**config.mk**
```make
export PLATFORM = sky130hd
export DESIGN_NAME = elevator_car
export DESIGN_NICKNAME = d
export VERILOG_FILES = /design/src/rtl/elevator_pkg.sv /design/src/rtl/elevator_timer.sv /design/src/rtl/elevator_car.sv
export SDC_FILE = /design/constraint.sdc
export NUM_CORES = 1
export LEC_CHECK = 0
export BUFFER_PORTS_ARGS = -buffer_cell sky130_fd_sc_hd__buf_2
export CAP_MARGIN = 20
export CORE_ASPECT_RATIO = 1.25
export CORE_MARGIN = 2
export CORE_UTILIZATION = 32
export CTS_BUF_LIST = sky130_fd_sc_hd__clkbuf_8 sky130_fd_sc_hd__clkbuf_16
export DETAILED_ROUTE_END_ITERATION = 6
export GPL_TIMING_DRIVEN = 0
export MAX_ROUTING_LAYER = met4
export PLACE_DENSITY = 0.46
export SLEW_MARGIN = 20
export SYNTH_ARGS = -nofsm -noshare
export SYNTH_HDL_FRONTEND = slang
export SYNTH_SLANG_ARGS = --single-unit
```
**constraint.sdc**
```tcl
create_clock -name clk -period 2 [get_ports clk]
set_input_delay 0.2 -clock clk [delete_from_list [all_inputs] [get_ports clk]]
set_output_delay 0.2 -clock clk [all_outputs]
set_load 0.01 [all_outputs]
```
**src/rtl/elevator_pkg.sv**
```systemverilog
// elevator_pkg: shared move codes, FSM state encoding and floor constants for the elevator car
package elevator_pkg;

    localparam logic [1:0] MOVE_STOP = 2'b00;
    localparam logic [1:0] MOVE_UP   = 2'b01;
    localparam logic [1:0] MOVE_DOWN = 2'b10;
    localparam logic [1:0] MOVE_RSVD = 2'b11;

    localparam logic [2:0] FLOOR_1 = 3'b001;
    localparam logic [2:0] FLOOR_2 = 3'b010;
    localparam logic [2:0] FLOOR_3 = 3'b100;

    typedef enum logic [1:0] {
        ST_IDLE = 2'b00,
        ST_UP   = 2'b01,
        ST_DOWN = 2'b10,
        ST_DOOR = 2'b11
    } state_e;

endpackage

```
**src/rtl/elevator_timer.sv**
```systemverilog
// elevator_timer: 4-bit loadable down-counter that stops at zero, shared by travel and door phases
module elevator_timer (
    input  logic       clk,
    input  logic       reset,
    input  logic       load_i,
    input  logic [3:0] load_val_i,
    input  logic       en_i,
    output logic       zero_o
);

    logic [3:0] cnt_q;
    logic [3:0] cnt_d;

    // load wins over decrement; decrement only while non-zero so the count never wraps
    always_comb begin
        cnt_d = load_i ? load_val_i : (en_i && cnt_q != 4'd0) ? cnt_q - 4'd1 : cnt_q;
    end

    // counter register
    always_ff @(posedge clk or posedge reset) begin
        if (reset) cnt_q <= 4'd0;
        else       cnt_q <= cnt_d;
    end

    assign zero_o = (cnt_q == 4'd0);

endmodule

```
**src/rtl/elevator_car.sv**
```systemverilog
// elevator_car: elevator car and motor plant, one floor per move command, timed door with extend
module elevator_car
    import elevator_pkg::*;
#(
    parameter int         TRAVEL_CYCLES = 4,
    parameter int         DOOR_CYCLES   = 3,
    parameter logic [2:0] RESET_FLOOR   = 3'b001
) (
    input  logic       clk,
    input  logic       reset,
    input  logic [1:0] move,
    input  logic       door_req,
    output logic [2:0] floor,
    output logic       moving,
    output logic       door_open,
    output logic       arrive,
    output logic       fault
);

    localparam logic [3:0] TRAVEL_LOAD = 4'(TRAVEL_CYCLES - 1);
    localparam logic [3:0] DOOR_LOAD   = 4'(DOOR_CYCLES - 1);

    state_e     state_q, state_d;
    logic [2:0] floor_q, floor_d;
    logic       arrive_q, arrive_d;
    logic       fault_q, fault_d;
    logic       tmr_load;
    logic [3:0] tmr_val;
    logic       tmr_en;
    logic       tmr_zero;

    elevator_timer u_timer (
        .clk        (clk),
        .reset      (reset),
        .load_i     (tmr_load),
        .load_val_i (tmr_val),
        .en_i       (tmr_en),
        .zero_o     (tmr_zero)
    );

    // next state: idle arbitrates door over motion; travel and door phases run their timer to zero
    always_comb begin
        state_d  = state_q;
        floor_d  = floor_q;
        arrive_d = 1'b0;
        fault_d  = 1'b0;
        tmr_load = 1'b0;
        tmr_val  = 4'd0;
        tmr_en   = 1'b0;
        unique case (state_q)
            ST_IDLE: begin
                if (door_req) begin
                    state_d  = ST_DOOR;
                    tmr_load = 1'b1;
                    tmr_val  = DOOR_LOAD;
                end else if (move == MOVE_UP) begin
                    state_d  = (floor_q != FLOOR_3) ? ST_UP : ST_IDLE;
                    tmr_load = (floor_q != FLOOR_3);
                    tmr_val  = TRAVEL_LOAD;
                    fault_d  = (floor_q == FLOOR_3);
                end else if (move == MOVE_DOWN) begin
                    state_d  = (floor_q != FLOOR_1) ? ST_DOWN : ST_IDLE;
                    tmr_load = (floor_q != FLOOR_1);
                    tmr_val  = TRAVEL_LOAD;
                    fault_d  = (floor_q == FLOOR_1);
                end
            end
            ST_UP, ST_DOWN: begin
                tmr_en = 1'b1;
                if (tmr_zero) begin
                    floor_d  = (state_q == ST_UP) ? {floor_q[1:0], 1'b0} : {1'b0, floor_q[2:1]};
                    arrive_d = 1'b1;
                    state_d  = ST_IDLE;
                end
            end
            default: begin
                tmr_en = 1'b1;
                if (tmr_zero) begin
                    state_d  = door_req ? ST_DOOR : ST_IDLE;
                    tmr_load = door_req;
                    tmr_val  = DOOR_LOAD;
                end
            end
        endcase
    end

    // state, floor and pulse registers; reset abandons any travel or door cycle
    always_ff @(posedge clk or posedge reset) begin
        if (reset) begin
            state_q  <= ST_IDLE;
            floor_q  <= RESET_FLOOR;
            arrive_q <= 1'b0;
            fault_q  <= 1'b0;
        end else begin
            state_q  <= state_d;
            floor_q  <= floor_d;
            arrive_q <= arrive_d;
            fault_q  <= fault_d;
        end
    end

    assign floor     = floor_q;
    assign moving    = (state_q == ST_UP) || (state_q == ST_DOWN);
    assign door_open = (state_q == ST_DOOR);
    assign arrive    = arrive_q;
    assign fault     = fault_q;

endmodule

```
# [Word level (Yosys, flattened, before mapping)]
# Index checks and enable logic that the tools add are counted.
[word_totals] regBits=11 latchBits=0 mem_bits_rw=0 rom_bits=0 input_bits=5 output_inout_bits=7 wordCells=56 mem_count=0
[classes] add_sub_neg=1 multipliers=0 n_div=0 n_lt_le_gt_ge=0 eq_ne=11 n_shift=0 muxes=29 bitwise_logic=0 n_reduce_logical=10
[ops] op="2-bit two-way mux" count=11
[ops] op="1-bit two-way mux" count=12
[ops] op="4-bit two-way mux" count=2
[ops] op="2-bit one-hot mux with 2 select lines" count=2
[ops] op="2-bit == test (second input constant)" count=3
[ops] op="2-bit by 1-bit == test with 1-bit output (second input constant)" count=2
[ops] op="4-bit zero test" count=1
[ops] op="4-bit inequality test (second input constant)" count=1
[ops] op="2-bit nonzero test" count=2
[ops] op="4-bit nonzero test" count=1
[ops] op="4-bit by 1-bit subtractor with 4-bit output (second input constant)" count=1
[ops] op="3-bit by 1-bit == test with 1-bit output (second input constant)" count=1
[ops] op="3-bit == test (second input constant)" count=1
[ops] op="3-bit two-way mux" count=1
[ops] op="3-bit by 1-bit inequality test with 1-bit output (second input constant)" count=1
[ops] op="3-bit inequality test (second input constant)" count=1
[ops] op="3-bit AND reduction" count=1
[ops] op="2-bit zero test" count=1
[ops] op="2-bit inequality test (second input constant)" count=1
[ops] op="1-bit one-hot mux with 2 select lines" count=1
[ops] op="2-bit AND reduction" count=1
[ops] op="2-bit OR reduction" count=1
[ops] op="1-bit logical AND" count=1
[ops] op="1-bit logical OR" count=1

# [Depth between registers and ports, before layout]
[logic_depth] word_depth=6 ltp_mapped=6 mapped_depth_nobuf=6

# [Hierarchy]
# From an unflattened synthesis, not the netlist that was laid out.
[hier_totals] hier_cells=82 area_unflattened_um2=737.0
[by_module_without_submodules] mod="elevator_car" n_inst=1 cells_per_inst=54 area_per_inst_um2=480.5 seq_area_each_um2=176.4
[by_module_without_submodules] mod="elevator_timer" n_inst=1 cells_per_inst=28 area_per_inst_um2=256.5 seq_area_each_um2=100.1

# [Worst setup path before layout]
# No wires, ideal clock.
[synth_timing] path_type="reg-to-reg" startpoint="register u_timer.cnt_q[0]" endpoint="register state_q[0]" setup_time_ns=0.125 arrival_ns=1.418 required_time_ns=1.875 slack_ns=0.457 path_stages_with_launch=7 path_buffers=0 period_less_slack_ns=1.543 cell_sequence="dfrtp_1 -> inv_1 -> ha_1 -> nor3b_2 -> a21oi_1 -> a21oi_1 -> mux2_2"
[synth_between] elab_chain_cells=3 elab_cells_between_ends=4 cone_classes="eq/ne (1); reduce/logical (3)"
[synth_lines] item="from (decl)" line_no="elevator_timer.sv:11" source="logic [3:0] cnt_q;"
[synth_lines] item="from (signal assigned)" line_no="elevator_timer.sv:22" source="else cnt_q <= cnt_d;"
[synth_lines] item="4-bit zero test (*)" line_no="elevator_timer.sv:25" source="assign zero_o = (cnt_q == 4'd0);"
[synth_lines] item="2-bit inequality test (no line) or 2-bit nonzero test (tied branches)"
[synth_lines] item="3-bit AND reduction (no line) (*)"
[synth_lines] item="to (signal assigned)" line_no="elevator_car.sv:95" source="state_q <= state_d;"
[synth_lines] item="to (decl)" line_no="elevator_car.sv:23" source="state_e state_q, state_d;"
# Mark *: on every way between the ends. The rest lies on a longest branch, timed or not.
# A chain may end at the register's enable or synchronous reset.

# [Worst setup path after layout]
# Ends and elaborated chain as after synthesis.

==> results.sh <==
export IMPL_status="finished clean"
export IMPL_crit_fanout=4
export IMPL_fp_coreArea_mm2=0.00214
export IMPL_maxCapViolations=0
export IMPL_firstDrtPassIters=4
export IMPL_hold_violations=0
export IMPL_antenna_found_initial=0
export IMPL_slowest_delay_ns=0.39
export IMPL_place_inst=106
export IMPL_wl_per_cell_um=13.2
export IMPL_rsz0062_at_grt="no"
export IMPL_end_kind="flop"
export IMPL_min_from="door_req"
export IMPL_hold_path_class="primary input to flop"
export IMPL_report_final_slew_viol_count=0
export IMPL_hpwlAfterDp_mm=1.11
export IMPL_grtUsageTotal=0.133
export IMPL_final_setup_worst_slack_ns=0.271
export IMPL_skew_ns=0.000841
export IMPL_rows=19
export IMPL_max_clock_path_buffers=2
export IMPL_post_route_util=0.392
export IMPL_peakVddDrop_uv=615
export IMPL_pwr_share_comb=0.503
export IMPL_synth_area_per_cell_um2=9.50
export IMPL_routed_via_density=5.29
export IMPL_die_x_um=45.9
export IMPL_root_buffer="clkbuf_8"
export IMPL_syn_inst=74
export IMPL_fp_dieH_um=56.4
export IMPL_fin_nets=102
export IMPL_cpLargestDelayFamily="flip-flops"
export IMPL_routed_wl_mm=1.46
export IMPL_switching_share=0.380
export IMPL_p_int_mw=0.671
export IMPL_worst_slew_pin_slew_ns=0.456
export IMPL_critPathBufInv=1
export IMPL_p_leak_nw=0.415
export IMPL_drive_gt1_frac=0.222
export IMPL_portBuffers=11
export IMPL_seq_area_frac_synth=0.393
export IMPL_arrival_ns=1.85
export IMPL_pin_count=12
export IMPL_finalNonFillerCells=111
export IMPL_clock_latency_ns=0.24
export IMPL_power_net_switching_mw=0.412
export IMPL_critical_path_class="flop to flop"
export IMPL_place_ws_ns=0.282
export IMPL_place_gp_congestion=0.712
export IMPL_syn_area_um2=703
export IMPL_drc=0
export IMPL_die_area_mm2=0.00259
export IMPL_cts_tree="done"
export IMPL_postCtsSetupRepairBufs=0
export IMPL_cp_common_cell="a21oi_1"
export IMPL_ys_ff_latch=11
export IMPL_setup_viol=0
export IMPL_pwr_density_cell_mw_per_mm2=1290
export IMPL_multiInputGateArea_um2=389
export IMPL_pwr_share_seq=0.295
export IMPL_clk_pin_slew_ns=0.05
export IMPL_cp_startpoint="u_timer.cnt_q[0]"
export IMPL_cp_cell_sequence="inv_1, ha_1, nor3b_2, a21oi_1, a21oi_1, mux2_2"
export IMPL_drt_initial_drc_count=7
export IMPL_finalCritPeriodShare=0.865
export IMPL_setup_tns_ns=0
export IMPL_final_seq_area_um2=277
export IMPL_timing_rr_start="u_timer.cnt_q[0]"
export IMPL_fmax_ghz=0.578
export IMPL_dpl_cell_area_um2=785
export IMPL_final_area_um2=840
export IMPL_grt_pass1_wl_mm=2.43
export IMPL_grt_max_degree=12
export IMPL_critPathLaunchType="flop"
export IMPL_slew_headroom=0.696
export IMPL_crit_required_ns=2.12
export IMPL_nFillCells=221
export IMPL_antenna_left=0
export IMPL_clockPowerShare=0.202
export IMPL_cp_slowest_cell="dfrtp_1"
export IMPL_area_growth_pct=19.4
export IMPL_cts_buffers=3
export IMPL_diodes=0
export IMPL_grt_pass1_vias=568
export IMPL_synth_distinct_cells=29
export IMPL_yosysWarningCount=0
export IMPL_layout_min_cycle_time_ns=1.73
export IMPL_syn_nets=85
export IMPL_clock_sinks=11
export IMPL_start_util=0.329
export IMPL_h_tree_depth=1
export IMPL_overflow=0
export IMPL_vias=587
==> power groups by stage <==
stage	clock (mW)	sequential [mW]	combinational, mW
floorplan	0	0.319	0.424
global placement	0	0.321	0.541
detailed placement	0	0.325	0.547
CTS	0.230	0.321	0.553
global route	0.241	0.330	0.606
finish	0.219	0.320	0.544
==> metal layers <==
layer	track usage	routed length, µm	part of all wire
met2	0.210	765	0.52
met5	-	0	0
met4	0.0857	21	0.014
met3	0.0193	43	0.029
met1	0.150	633	0.43
==> placed cells by master (no fill, tap or decap), types with 2 or more instances in the layout <==
cell,n
inv_1,11
buf_2,11
dfrtp_1,10
nand2_1,6
a21oi_1,6
ha_1,6
nor2_1,5
mux2i_1,3
o21ai_1,3
nand2b_1,3
clkbuf_8,3
nand3b_1,2
or3b_1,2
==> worst paths after layout <==
| check | endpoint | slack, ns | cells after the start |
|---|---|---|---|
| hold reg to reg | floor[0] | 0.51 | 2 |
| setup reg to reg | state_q[0] | 0.27 | 6 |
| min in group asynchronous | arrive | 0.51 | 3 |
| max in group asynchronous | floor[0] | 1.15 | 3 |
| hold / removal | u_timer.cnt_q[0] | 0.25 | 2 |
| setup / recovery | state_q[0] | 0.27 | 6 |
==> metrics by stage <==
step	hold slack (ns)	total power, mW
final	0.252	1.08
after detailed placement	0.229	0.872
after global routing	0.254	1.18
after global placement	0.227	0.862
after floorplan	0.0517	0.743
after CTS	0.247	1.10
==> sequential cells by signal, summed over array words and instances, names as in the netlist <==
| name | flops |
|---|---|
| state_q | 2 |
| arrive | 1 |
| u_timer.cnt_q | 4 |
| floor | 3 |
| fault | 1 |
==> cells by family after synthesis <==
family | share of synthesized area
and+or+nand+nor | 0.205
AOI/OAI and AO/OA | 0.171
DFF | 0.393
buffers and inverters | 0.0534
adders and majority gates | 0.107
muxes | 0.0587
xor gates and xnor gates | 0.0125
==> synth_stat cells <==
cell | number | area [µm²]
dfrtp_1 | 10 | 250
inv_1 | 10 | 37.5
a21oi_1 | 6 | 30.0
ha_1 | 6 | 75.1
nand2_1 | 6 | 22.5
nor2_1 | 5 | 18.8
mux2i_1 | 3 | 30.0
nand2b_1 | 3 | 18.8
o21ai_1 | 3 | 15.0
nand3b_1 | 2 | 15.0
or3b_1 | 2 | 17.5
a211oi_1 | 1 | 7.51
a21boi_1 | 1 | 7.51
a21oi_2 | 1 | 8.76
a31o_1 | 1 | 8.76
and3_1 | 1 | 6.26
dfstp_2 | 1 | 26.3
mux2_2 | 1 | 11.3
nor2b_1 | 1 | 6.26
nor3_1 | 1 | 5.00
nor3b_1 | 1 | 7.51
nor3b_2 | 1 | 12.5
o22ai_1 | 1 | 6.26
o32a_2 | 1 | 11.3
o32ai_1 | 1 | 8.76
o32ai_2 | 1 | 16.3
or3_1 | 1 | 6.26
or4_1 | 1 | 7.51
xnor2_1 | 1 | 8.76
==> layout make-up <==
cell class | instances | share of cell area
clock buffers | 3 | 0.0492
clock inverters | 1 | 0.00447
inverters | 10 | 0.0447
multi-input cells | 53 | 0.463
flip-flops and latches | 11 | 0.329
well taps | 21 | 0.0313
repair buffers | 12 | 0.0775
==> what timing repair did <==
action / CTS / global route
setup endpoints to repair: 0 / 0
hold endpoints to repair: 10 / 0
resized for setup: 0 / 0
hold buffers: 1 / 0
Power figures use the tool's default switching activity.
